## config.mk

```make
export PLATFORM = sky130hd
export DESIGN_NAME = mem_arbiter
export DESIGN_NICKNAME = d
export VERILOG_FILES = /design/src/rtl/mem_arbiter_pkg.sv /design/src/rtl/mem_addr_map.sv /design/src/rtl/mem_arbiter.sv
export SDC_FILE = /design/constraint.sdc
export NUM_CORES = 1
export LEC_CHECK = 0
export ABC_AREA = 0
export BUFFER_PORTS_ARGS = -buffer_cell sky130_fd_sc_hd__buf_4
export CAP_MARGIN = 20
export CORE_UTILIZATION = 45
export DETAILED_ROUTE_END_ITERATION = 6
export PLACE_DENSITY = 0.86
export SYNTH_ARGS = -nofsm -noshare
export SYNTH_HDL_FRONTEND = slang
export SYNTH_HIERARCHICAL = 1
export SYNTH_SLANG_ARGS = --single-unit
```

## constraint.sdc

```tcl
create_clock -name clk -period 7.8 [get_ports clk]
set_input_delay 1.56 -clock clk [delete_from_list [all_inputs] [get_ports clk]]
set_output_delay 1.56 -clock clk [all_outputs]
set_load 0.05 [all_outputs]
```

## src/rtl/mem_arbiter_pkg.sv

```systemverilog
// Shared types and constants for the 6502 memory arbiter.
// Holds the arbiter state and owner enums plus the address map defaults.
package mem_arbiter_pkg;

  typedef enum logic {
    ST_RUN    = 1'b0,
    ST_HALTED = 1'b1
  } state_t;

  typedef enum logic {
    OWN_CPU = 1'b0,
    OWN_DBG = 1'b1
  } owner_t;

  localparam logic [15:0] VEC_BASE = 16'hFFF0;
  localparam int VEC_SIZE = 16;
  localparam int LOW_WORDS_DEFAULT = 3840;
  localparam int AW_DEFAULT = 13;

endpackage

```

## src/rtl/mem_addr_map.sv

```systemverilog
// Folds a sparse 16-bit 6502 address into the compact RAM index.
// Ports: addr in; mapped (address hits RAM), index (RAM word) out.
module mem_addr_map
  import mem_arbiter_pkg::*;
#(
  parameter int LOW_WORDS = LOW_WORDS_DEFAULT,
  parameter int AW = AW_DEFAULT
) (
  input  logic [15:0]   addr,
  output logic          mapped,
  output logic [AW-1:0] index
);

  localparam logic [15:0] LOW_LIM = 16'(LOW_WORDS);
  localparam logic [AW-1:0] VEC_OFF = AW'(LOW_WORDS);

  logic [15:0] vec_rel;

  assign vec_rel = addr - VEC_BASE;

  // The vector window sits right after the low window in RAM.
  always_comb begin
    mapped = 1'b0;
    index  = '0;
    unique case (1'b1)
      (addr < LOW_LIM): begin
        mapped = 1'b1;
        index  = addr[AW-1:0];
      end
      (addr >= VEC_BASE): begin
        mapped = 1'b1;
        index  = VEC_OFF + AW'(vec_rel);
      end
      default: ;
    endcase
  end

endmodule

```

## src/rtl/mem_arbiter.sv

```systemverilog
// Single-port RAM arbiter between the 6502 bus and a debug/loader port.
// Ports: cpu_* bus, dbg_* loader, dbg_halt/halted/cpu_rdy, mem_* RAM.
module mem_arbiter
  import mem_arbiter_pkg::*;
#(
  parameter int LOW_WORDS = LOW_WORDS_DEFAULT,
  parameter int AW = AW_DEFAULT
) (
  input  logic          clk,
  input  logic          reset,
  input  logic          cpu_req,
  input  logic          cpu_we,
  input  logic [15:0]   cpu_addr,
  input  logic [7:0]    cpu_wdata,
  output logic [7:0]    cpu_rdata,
  output logic          cpu_rdy,
  input  logic          dbg_halt,
  input  logic          dbg_req,
  input  logic          dbg_we,
  input  logic [15:0]   dbg_addr,
  input  logic [7:0]    dbg_wdata,
  output logic          dbg_ack,
  output logic [7:0]    dbg_rdata,
  output logic          halted,
  output logic          mem_en,
  output logic          mem_we,
  output logic [AW-1:0] mem_addr,
  output logic [7:0]    mem_wdata,
  input  logic [7:0]    mem_rdata
);

  state_t  state;
  owner_t  p1_owner;
  logic    p1_valid;
  logic    p1_we;
  logic    p1_mapped;

  logic    dbg_inflight;
  logic    dbg_busy;
  logic    cpu_grant;
  logic    dbg_grant;
  logic    any_grant;
  logic    sel_we;
  logic    sel_mapped;
  logic [15:0]   sel_addr;
  logic [7:0]    sel_wdata;
  logic [AW-1:0] sel_index;
  logic [7:0]    rd_data;

  // A debug access blocks new issues until its ack cycle has passed.
  assign dbg_inflight = p1_valid && (p1_owner == OWN_DBG);
  assign dbg_busy     = dbg_inflight || dbg_ack;

  assign cpu_grant = cpu_req && (state == ST_RUN) && !reset;
  assign dbg_grant = dbg_req && !dbg_busy && !cpu_grant && !reset;
  assign any_grant = cpu_grant || dbg_grant;

  assign sel_addr  = cpu_grant ? cpu_addr  : dbg_addr;
  assign sel_wdata = cpu_grant ? cpu_wdata : dbg_wdata;
  assign sel_we    = cpu_grant ? cpu_we    : dbg_we;

  mem_addr_map #(
    .LOW_WORDS (LOW_WORDS),
    .AW        (AW)
  ) u_map (
    .addr   (sel_addr),
    .mapped (sel_mapped),
    .index  (sel_index)
  );

  assign mem_en    = any_grant && sel_mapped;
  assign mem_we    = mem_en && sel_we;
  assign mem_addr  = sel_index;
  assign mem_wdata = sel_wdata;

  // Unmapped reads still complete, returning zero.
  assign rd_data = p1_mapped ? mem_rdata : 8'h00;

  always_ff @(posedge clk) begin
    if (reset) begin
      state   <= ST_RUN;
      halted  <= 1'b0;
      cpu_rdy <= 1'b1;
    end else begin
      unique case (state)
        ST_RUN: begin
          if (dbg_halt) begin
            state   <= ST_HALTED;
            halted  <= 1'b1;
            cpu_rdy <= 1'b0;
          end
        end
        ST_HALTED: begin
          if (!dbg_halt && !dbg_grant && !dbg_inflight) begin
            state   <= ST_RUN;
            halted  <= 1'b0;
            cpu_rdy <= 1'b1;
          end
        end
        default: begin
          state   <= ST_RUN;
          halted  <= 1'b0;
          cpu_rdy <= 1'b1;
        end
      endcase
    end
  end

  always_ff @(posedge clk) begin
    if (reset) begin
      p1_valid  <= 1'b0;
      p1_we     <= 1'b0;
      p1_mapped <= 1'b0;
      p1_owner  <= OWN_CPU;
      dbg_ack   <= 1'b0;
      cpu_rdata <= 8'h00;
      dbg_rdata <= 8'h00;
    end else begin
      p1_valid  <= any_grant;
      p1_we     <= sel_we;
      p1_mapped <= sel_mapped;
      p1_owner  <= dbg_grant ? OWN_DBG : OWN_CPU;
      dbg_ack   <= dbg_inflight;
      if (p1_valid && !p1_we) begin
        if (p1_owner == OWN_DBG) begin
          dbg_rdata <= rd_data;
        end else begin
          cpu_rdata <= rd_data;
        end
      end
    end
  end

endmodule

```

==> qor.yml, run 1 <==
hold_path:
  hp-class: "reg2reg"
  hold_depth: 2
  hold_end: "dbg_rdata[4]"
  min-delay-start: "dbg_rdata[4]"
layout:
  syn_to_final_growth_pct: 51.8
  multi_input_area_um2: 978
  drive_gt1_share_pct: 57.5
  nets: 326
  diodes: 0
  final-seq-area_um2: 480
  nFillCells: 257
synth:
  synth.top_cells.by_area: "dfxtp_1 (31%), mux2_4 (16%), nand3_1 (6.8%)"
  syn-cell-area_mm2: 0.00155
  syn_nets: 228
  yosysTopAreaCell: "dfxtp_1"
  yosysWarnings: 6
  synth_cell_types: 41
  yosys.area.top_type_share_pct: 30.9
  synth-seq-cells: 24
  syn_inst: 164
  syn_avg_cell_area_um2: 9.48
  yosysSeqAreaShare_pct: 30.9
placed_design:
  gp_congestion: 0.808
  portBuffers: 103
  dpl.hpwl_mm: 3.51
sta:
  hold_viol_final: 0
  slew_viol_final: 0
  fmax_mhz: 172
  finalSetupTns_ps: 0
  rsz0062_at_grt: "no"
  relSlewSlack_pct: 65.4
  fin_skew_ps: 13.2
  setup_viol: 0
  whs_ps: 466
  fin_crit_ps: 5810
  tightest_slew_ps: 519
  min_period_over_period_pct: 74.5
clocking:
  clk_pin_slew_ps: 140
  hold_buffers: 0
  insertion_delay_ps: 320
  clock-sinks: 24
  cts.repair.resized: 0
  cts_tree: "done"
  cts_setup_buffers: 0
  clockBufferDepth: 2
  htreeDepth: 1
  cts_made_buffers: 3
  root_buffer: "clkbuf_4"
worst_setup_path:
  crit_top_cell: "buf_4"
  cp_num_cells: 9
  ff2ff_setup_slack_ps: 5050
  critical-path-top-delay-family: "simple AND/OR/NAND/NOR gates"
  timing.rr.end: "p1_mapped"
  critPathCaptureType: "output pin"
  worstSetupPathType: "in2out"
  worst-path-max-fanout: 24
  path_cells: "buf_4 -> or2_1 -> buf_4 -> mux2_2 -> nor4_4 -> nand2_2 -> nand2_1 -> a21boi_0 -> buf_4"
  r2r_start: "state"
  worst-path-buf-inv: 3
  crit_required_ps: 6240
  rr_worst_depth: 8
  crit_path_max_incr_delay_ps: 470
  cp_data_arrival_time_ps: 4250
  cpMaxStageDelayCell: "or2_1"
  crit_path_start_kind: "input pin"
pwr:
  swShare_pct: 28.6
  p_leak_nw: 1.12
  combPwrFrac_pct: 31.3
  power.density_mw_per_mm2: 134
  p_switching_w: 0.0000908
  ir_drop_mv: 0.0846
  intPower_w: 0.000226
  seqPwrFrac_pct: 40.4
  p_clk_share_pct: 28.3
drt:
  remaining_drc_errors: 0
  ant_nets: 0
  vias_per_cell: 5.17
  vias: 1577
  drtIter0Drc: 86
  routed_wl_mm: 4.14
  firstDrtPassIters: 4
  avgRoutedWirePerCell_um: 13.6
global_route:
  track_usage_pct: 23.3
  grt_max_degree: 25
  grt_use_met2_pct: 44.1
  grt_use_met1_pct: 23.3
  gr-total-overflow: 0
  grt_pass1_vias: 1550
  grt_use_met3_pct: 6.61
  top_usage_layer: "met2"
  antenna_found_initial: 0
  grt_pass1_wl_mm: 6.39
floorplan:
  ios: 105
  initial_utilization_pct: 49.3
  chipHeight_um: 60.8
  die_area_mm2: 0.00369
  coreArea_mm2: 0.00315
  die_w_um: 60.8
  num_rows: 20
flow_run:
  drv_cap: 0
run_status:
  status: "complete, no violations"
[tightest hold or removal path: cells and delay by family (launching register included)]
kind / cells / cell delay, ps
flip-flops: 1 / 340
AND/OR/NAND/NOR: 1 / 50
AO/OA/AOI/OAI: 1 / 50
[worst max-delay path by stage]
| stage | slack [ps] | start | end |
|---|---|---|---|
| global route | 1760 | reset | mem_en |
| detailed placement | 1950 | reset | mem_en |
| floorplan | 1960 | cpu_req | mem_en |
| CTS | 1960 | reset | mem_en |
| global placement | 2020 | reset | mem_addr[7] |
| finish | 1990 | reset | mem_en |
[cell usage after synthesis]
| library cell | number |
|---|---|
| buf_6 | 3 |
| nor2b_1 | 3 |
| nand3_1 | 21 |
| dfxtp_1 | 24 |
| and4bb_2 | 1 |
| mux2i_1 | 1 |
| nand2_2 | 1 |
| nand4_1 | 1 |
| o21ai_2 | 1 |
| ha_1 | 1 |
| nor4_1 | 1 |
| nand2b_1 | 1 |
| a21boi_2 | 6 |
| a31o_2 | 1 |
| mux2_2 | 7 |
| o21ba_2 | 1 |
| nand2_1 | 23 |
| nand4_4 | 1 |
| buf_4 | 1 |
| nor3b_2 | 1 |
| mux2_4 | 17 |
| a41oi_1 | 2 |
| nor2_1 | 3 |
| and3_2 | 1 |
| a21boi_0 | 2 |
| buf_12 | 1 |
| or2_1 | 1 |
| nor3b_1 | 1 |
| nand3b_1 | 1 |
| or3b_2 | 1 |
| nand2b_4 | 1 |
| a21oi_1 | 17 |
| clkbuf_1 | 6 |
| or3_4 | 1 |
| a211oi_1 | 1 |
| o21ai_0 | 1 |
| conb_1 | 1 |
| and3b_1 | 1 |
| o21a_1 | 1 |
| nor4_4 | 1 |
| inv_1 | 3 |
[cells by family (layout without fill, tap and decap cells)]
group                      Yosys count  count (layout)  synth area share (%)
muxes                               25              25                  22.1
and+or+nand+nor                     66              66                  24.8
other                                1               1                 0.241
adders and majority gates            1               1                 0.805
buffers and inverters               14             111                  6.12
AOI/OAI and AO/OA                   33              33                  15.0
DFF                                 24              24                  30.9
[power by group through the flow]
stage          Sequential [W]  Combinational, W   Clock, W
3_5_place_dp         0.000131         0.0000995          0
4_1_cts              0.000128         0.0000998  0.0000910
2_1_floorplan        0.000134         0.0000594          0
3_3_place_gp         0.000131         0.0000984          0
5_1_grt              0.000129          0.000105  0.0000946
6_report             0.000128         0.0000993  0.0000896
[flip-flops by register name, summed over array words and instances, names as in the netlist]
name,count
cpu_rdata,8
dbg_rdata,8
cpu_rdy,1
dbg_ack,1
halted,1
p1_mapped,1
p1_owner,1
p1_valid,1
p1_we,1
state,1
[stage by stage]
stage / setup slack, ps / instance area [um^2] / std cells / util [%] / power (W)
floorplan: 1960 / 1550 / 164 / - / 0.000194
global placement: 2020 / 2310 / 301 / 73.1 / 0.000229
detailed placement: 1950 / 2310 / 301 / 73.1 / 0.000230
CTS: 1960 / 2360 / 305 / 74.8 / 0.000319
global route: 1760 / 2360 / 305 / 74.8 / 0.000328
finish: 1990 / 2360 / 305 / 74.8 / 0.000317
[metal layers]
metal,share of wire (%),wire [um]
met3,7.6,315
met2,54,2220
met1,37,1520
met4,2.1,87
met5,0,0
[layout by cell type (no fill, tap or decap), types with 2 or more instances in the layout]
cell type    n
a21boi_0     2
a21boi_2     6
a21oi_1     17
a41oi_1      2
buf_4      104
clkbuf_4     3
dfxtp_1     24
inv_1        3
mux2_2       7
mux2_4      17
nand2_1     23
nand3_1     21
nor2_1       3
nor2b_1      3
[final cells by class]
cell class / count / share of cell area, %
clock inverter: 1 / 1.27
clock buffer: 3 / 0.955
tap: 44 / 2.33
multi-input combinational: 126 / 41.5
timing repair buffer: 104 / 33.1
inverter: 3 / 0.477
sequential: 24 / 20.4
Power figures use the tool's default switching activity.
==> inputs of run 2 (changes only) <==
- CORE_UTILIZATION: 45 -> 42
- PLACE_DENSITY: 0.86 -> 0.81
- clock period: 7.8 -> 5.83 ns (I/O delays scaled with it)
==> run 2 against run 1 <==
  * Clock skew shrank 4.2 ps
  * Wire length down 3.0%
  * Setup slack got worse by 1100 ps
  * First-iteration DRC count down 9.3%
  * Clock-buffer cell count is the same
  * Sequential cell count is the same
  * Hold slack worse by 5.9 ps
  * Critical path depth down 2
  * Global-route usage down 1.9 points
  * Cell count up 0.66%
==> qor.yml, run 2 (synthesis gave the netlist of run 1 again) <==
clocking:
  clockBufferDepth: 2  # unchanged
  root_buffer: "clkbuf_8"
  cts_tree: "done"
  cts_setup_buffers: 0  # unchanged
  clk_pin_slew_ps: 90  # -50 ps
  hold_buffers: 0  # unchanged
  cts.repair.resized: 0  # unchanged
  htreeDepth: 1  # unchanged
  insertion_delay_ps: 270  # -50 ps
  cts_made_buffers: 3  # unchanged
  clock-sinks: 24  # unchanged
worst_setup_path:
  crit_path_start_kind: "input pin"
  crit_path_max_incr_delay_ps: 630  # +160 ps
  path_cells: "buf_4 -> or2_1 -> mux2_2 -> nor4_4 -> nand2_2 -> a211oi_1 -> buf_4"
  cpMaxStageDelayCell: "or2_1"
  worstSetupPathType: "in2out"
  worst-path-max-fanout: 24  # unchanged
  crit_top_cell: "buf_4"
  critPathCaptureType: "output pin"
  crit_required_ps: 4660  # -1580 ps
  cp_data_arrival_time_ps: 3750  # -500 ps
drt:
  drtIter0Drc: 78  # -9.3%
  vias_per_cell: 5.06  # -2.1%
  routed_wl_mm: 4.02  # -3.0%
  firstDrtPassIters: 4  # unchanged
  remaining_drc_errors: 0  # unchanged
  vias: 1554  # -1.5%
  ant_nets: 0  # unchanged
  avgRoutedWirePerCell_um: 13.1  # -3.6%
pwr:
  power.density_mw_per_mm2: 188  # +40%
  p_leak_nw: 1.13  # +0.69%
  ir_drop_mv: 0.132  # +56%
layout:
  largestRegisters: "cpu_rdata: 8 flops, dbg_rdata: 8 flops"
  final_cell_mix: "buf_4 (104), dfxtp_1 (24), nand2_1 (23)"
  fin_cells: 307  # +0.66%
  diodes: 0  # unchanged
  nets: 326  # unchanged
  fin_area_mm2: 0.00238  # +0.90%
  drive_gt1_share_pct: 57.5  # unchanged
  syn_to_final_growth_pct: 53.1
  final_common_cell: "buf_4"
global_route:
  grt_pass1_vias: 1555  # +0.32%
  grt_max_degree: 25  # unchanged
  grt_pass1_wl_mm: 6.80  # +6.4%
  antenna_found_initial: 0  # unchanged
  track_usage_pct: 21.4  # -1.9 points
  gr-total-overflow: 0  # unchanged
sta:
  rsz0062_at_grt: "no"
  relSlewSlack_pct: 50.4  # -15 points
  finalSetupTns_ps: 0  # unchanged
  fin_ws_ps: 918  # -1070 ps
  min_period_over_period_pct: 84.3
  fin_skew_ps: 9.08  # -4.16 ps
  fin_crit_ps: 4910
  setup_viol: 0  # unchanged
  tightest_slew_ps: 744  # +226 ps
  hold_viol_final: 0  # unchanged
  fmax_mhz: 204
  slew_viol_final: 0  # unchanged
flow_run:
  drv_cap: 0  # unchanged
placed_design:
  dpl_cell_area_mm2: 0.00231  # +0.11%
  pre_cts_slack_ps: 933  # -1020 ps
  portBuffers: 103  # unchanged
  place_inst: 303  # +0.66%
  gp_congestion: 0.810  # +0.25%
  dpl.hpwl_mm: 3.25  # -7.6%
floorplan:
  num_rows: 21  # +5.0%
  initial_utilization_pct: 45.1  # -4.1 points
  chipHeight_um: 62.8  # +3.4%
  ios: 105  # unchanged
  coreArea_mm2: 0.00344  # +9.2%
  die_area_mm2: 0.00395  # +6.9%
  die_w_um: 62.8  # +3.4%
hold_path:
  hp-class: "reg2reg"
run_status:
  status: "complete, no violations"
-- run 2: worst paths after layout --
kind                                    from      endpoint  slack (ps)  depth (start not counted)
worst max-delay path                   reset   mem_addr[7]         920                          7
worst min-delay path            dbg_rdata[0]  dbg_rdata[0]         460                          2
worst max register to register         state     p1_mapped        3190                          7
worst min register to register  dbg_rdata[0]  dbg_rdata[0]         460                          2
-- run 2: routing by layer --
layer	track usage (%)	up-vias	part of all wire, %
met3	7.12	6	7.8
met2	37.8	71	49
met5	0	-	0
met4	4.65	0	1.5
li1	-	778	-
met1	24.7	699	42
-- run 2: through the flow --
stage | hold slack (ps) | total power (W) | util (%)
final | 460 | 0.000449 | 69.1
after global routing | 486 | 0.000469 | 69.1
after global placement | 446 | 0.000307 | 67.1
after detailed placement | 449 | 0.000309 | 67.1
after CTS | 461 | 0.000451 | 69.1
after floorplan | 520 | 0.000259 | -
-- run 2: layout make-up --
type	count	area [um^2]
multi-input cells	126	978
flip-flops and latches	24	480
inverters	3	11.3
well taps	46	57.6
repair buffers	104	781
clock buffers	3	41.3
fillers	304	1060
clock inverters	1	30.0
-- run 2: worst max-delay path, delay by kind of cell --
family | cells | cell delay (ps)
buf+inv | 2 | 490
compound gates | 1 | 320
mux | 1 | 450
simple gates | 3 | 1310
-- run 2: report_power, final --
| group | switching [W] | internal [W] | leakage [nW] |
|---|---|---|---|
| clock | 0.0000519 | 0.0000918 | 0.0357 |
| combinational | 0.0000678 | 0.0000654 | 0.901 |
| sequential | 0.00000400 | 0.000168 | 0.195 |
| total | 0.000124 | 0.000325 | 1.13 |
==> inputs of run 3 (changes only) <==
- ABC_AREA: 0 -> 1
- CORE_UTILIZATION: 42 -> 37
- PLACE_DENSITY: 0.81 -> 0.76
- clock period: 5.83 -> 3.9 ns (I/O delays scaled with it)
==> run 3 against run 2 <==
  * Power grew 56%
  * Cell count up 25%
  * Clock-buffer cell count rose by 1
  * Area after synthesis shrank 3.0%
  * Global-route usage shrank 2.8 points
  * Largest cell class unchanged
==> qor.yml, run 3 <==
clocking:
  cts.repair.resized: 0  # unchanged
  clockBufferDepth: 2  # unchanged
  clock-sinks: 24  # unchanged
  clk_pin_slew_ps: 80  # about the same
  htreeDepth: 1  # unchanged
  cts_tree: "done"
  root_buffer: "clkbuf_8"
  cts_made_buffers: 3  # unchanged
  hold_buffers: 0  # unchanged
  cts_setup_buffers: 0  # unchanged
  insertion_delay_ps: 260  # about the same
floorplan:
  die_w_um: 65.8  # +4.8%
  die_area_mm2: 0.00433  # +9.8%
  chipHeight_um: 65.8  # +4.8%
  num_rows: 22  # +4.8%
  coreArea_mm2: 0.00377  # +9.6%
  initial_utilization_pct: 40.0  # -5.2 points
  ios: 105  # unchanged
drt:
  remaining_drc_errors: 0  # unchanged
  routed_wl_mm: 3.92  # -2.5%
  vias_per_cell: 4.62  # -8.7%
  drtIter0Drc: 88  # +13%
  m1WireLength_mm: 1.67  # -1.4%
  wl_met2_mm: 1.93  # -1.4%
  avgRoutedWirePerCell_um: 10.2  # -22%
  firstDrtPassIters: 4  # unchanged
  top_layer: "met4"
  ant_nets: 0  # unchanged
  met3_length_um: 287  # -8.3%
  vias: 1775  # +14%
hold_path:
  hp-class: "reg2reg"
  hold_end: "cpu_rdy"
  min-delay-start: "cpu_rdy"
  hold_depth: 2  # unchanged
placed_design:
  gp_congestion: 0.777  # -4.1%
  pre_cts_slack_ps: 421  # -511 ps
  portBuffers: 103  # unchanged
  place_inst: 380  # +25%
  dpl.hpwl_mm: 3.18  # -1.9%
synth:
  async_reset_ff_share_pct: 0  # unchanged
  syn_nets: 302  # +32%
  synth_ff_type: "dfxtp_1"
  synth_cell_types: 23  # -44%
  synth_edf_count: 0  # unchanged
  yosysWarnings: 6  # unchanged
  syn_avg_cell_area_um2: 6.33  # -33%
  synth_commonest_cells: "nand2_1 (102), inv_1 (25), dfxtp_1 (24), a21oi_1 (15), o21ai_0 (15)"
  yosysSeqAreaShare_pct: 31.9  # +0.95 points
  yosys.area.top_type_share_pct: 31.9  # +0.95 points
  synth.top_cells.by_area: "dfxtp_1 (32%), nand2_1 (25%), inv_1 (6.2%)"
  yosysTopAreaCell: "dfxtp_1"
  syn-cell-area_mm2: 0.00151  # -3.0%
  syn_inst: 238  # +45%
  synth.most_common_cell: "nand2_1"
  synth-seq-cells: 24  # unchanged
sta:
  min_period_over_period_pct: 88.0
  rsz0062_at_grt: "no"
  fin_skew_ps: 2.90  # -6.18 ps
  finalSetupTns_ps: 0  # unchanged
  fin_ws_ps: 467  # -451 ps
  setup_viol: 0  # unchanged
  slew_viol_final: 0  # unchanged
  fin_crit_ps: 3430
  hold_viol_final: 0  # unchanged
  fmax_mhz: 291
worst_setup_path:
  rr_worst_depth: 13  # +6
  crit_path_start_kind: "input pin"
  critPathCaptureType: "output pin"
  worstSetupPathType: "in2out"
  crit_path_max_incr_delay_ps: 290  # -340 ps
  worst-path-buf-inv: 4  # +2
  crit_top_cell: "nand2_1"
  timing.rr.end: "p1_mapped"
  critical-path-top-delay-family: "simple AND/OR/NAND/NOR gates"
  worst-path-max-fanout: 25  # +4.2%
  crit_required_ps: 3120  # -1540 ps
  ff2ff_setup_slack_ps: 2010  # -1180 ps
  cpMaxStageDelayCell: "inv_2"
  cp_data_arrival_time_ps: 2650  # -1100 ps
  r2r_start: "state"
  path_cells: "buf_4 -> nor2_4 -> nand2_4 -> inv_2 -> nand2_1 -> nand2_1 -> ha_1 -> nand2_1 -> nor2_1 -> nand3_1 -> buf_4 -> nand2_1 -> nand2_1 -> nor2_1 -> buf_4"
flow_run:
  drv_cap: 0  # unchanged
layout:
  final_common_cell: "buf_4"
  nets: 401  # +23%
  largestRegisters: "cpu_rdata: 8 flops, dbg_rdata: 8 flops"
  fin_cells: 384  # +25%
  diodes: 0  # unchanged
  final_cell_mix: "buf_4 (105), nand2_1 (102), inv_1 (25)"
  drive_gt1_share_pct: 37.5  # -20 points
  utilization_pct: 61.4  # -7.7 points
  syn_to_final_growth_pct: 53.6
pwr:
  p_leak_nw: 1.29  # +14%
  power.density_mw_per_mm2: 303  # +61%
  ir_drop_mv: 0.139  # +5.7%
  p_total_w: 0.000702  # +56%
global_route:
  gr-total-overflow: 0  # unchanged
  antenna_found_initial: 0  # unchanged
  grt_pass1_wl_mm: 6.40  # -5.8%
  track_usage_pct: 18.5  # -2.8 points
  grt_pass1_vias: 1619  # +4.1%
  grt_max_degree: 27  # +8.0%
run_status:
  status: "complete, no violations"
-- run 3: area by class of cell --
type / instances / area (um^2)
Fill cell: 362 / 1460
Tap cell: 48 / 60.1
Timing Repair Buffer: 105 / 788
Sequential cell: 24 / 480
Multi-Input combinational cell: 177 / 835
Clock buffer: 4 / 55.1
Inverter: 26 / 97.6
-- run 3: worst max path at each step --
stage | startpoint | endpoint | slack [ps] | cells after the start
final | reset | mem_we | 470 | 15
after global routing | reset | mem_we | 150 | 15
after CTS | reset | mem_we | 420 | 15
after detailed placement | reset | mem_we | 420 | 15
after global placement | reset | mem_we | 500 | 15
after floorplan | reset | mem_addr[4] | 160 | 12
-- run 3: logic make-up (layout without fill, tap and decap cells) --
kind of cell,count (synthesis),after routing,share of synthesized area (%)
and+or+nand+nor,135,135,38.3
adders and majority gates,1,1,0.830
other,1,1,0.249
buffers and inverters,37,135,12.8
AOI/OAI and AO/OA,40,40,16.0
DFF,24,24,31.9
-- run 3: power breakdown --
group / internal (W) / switching (W) / total (W)
logic: 0.0000989 / 0.000168 / 0.000267
clock network: 0.0000900 / 0.0000745 / 0.000165
registers: 0.000260 / 0.0000103 / 0.000271
-- run 3: routing by layer --
| metal | vias to the layer above | track usage (%) |
|---|---|---|
| met3 | 5 | 2.93 |
| met4 | 0 | 4.35 |
| met5 | - | 0 |
| li1 | 937 | - |
| met2 | 71 | 33.2 |
| met1 | 762 | 22.8 |
-- run 3: worst reg2reg max path, cell delays in order, from the launching register on --
cell     delay [ps]
dfxtp_1         350
nor2_4          140
nand2_4          50
inv_2           290
nand2_1          90
nand2_1         150
ha_1            170
nand2_1          40
nor2_1           80
nand3_1          70
buf_4           190
nand2_1          90
inv_1            50
nor2_1           70
-- run 3: stage by stage --
stage / area, um^2 / hold slack [ps]
after floorplan: 1510 / 492
after global placement: 2260 / 448
after detailed placement: 2260 / 451
after CTS: 2320 / 464
after global routing: 2320 / 497
final: 2320 / 459
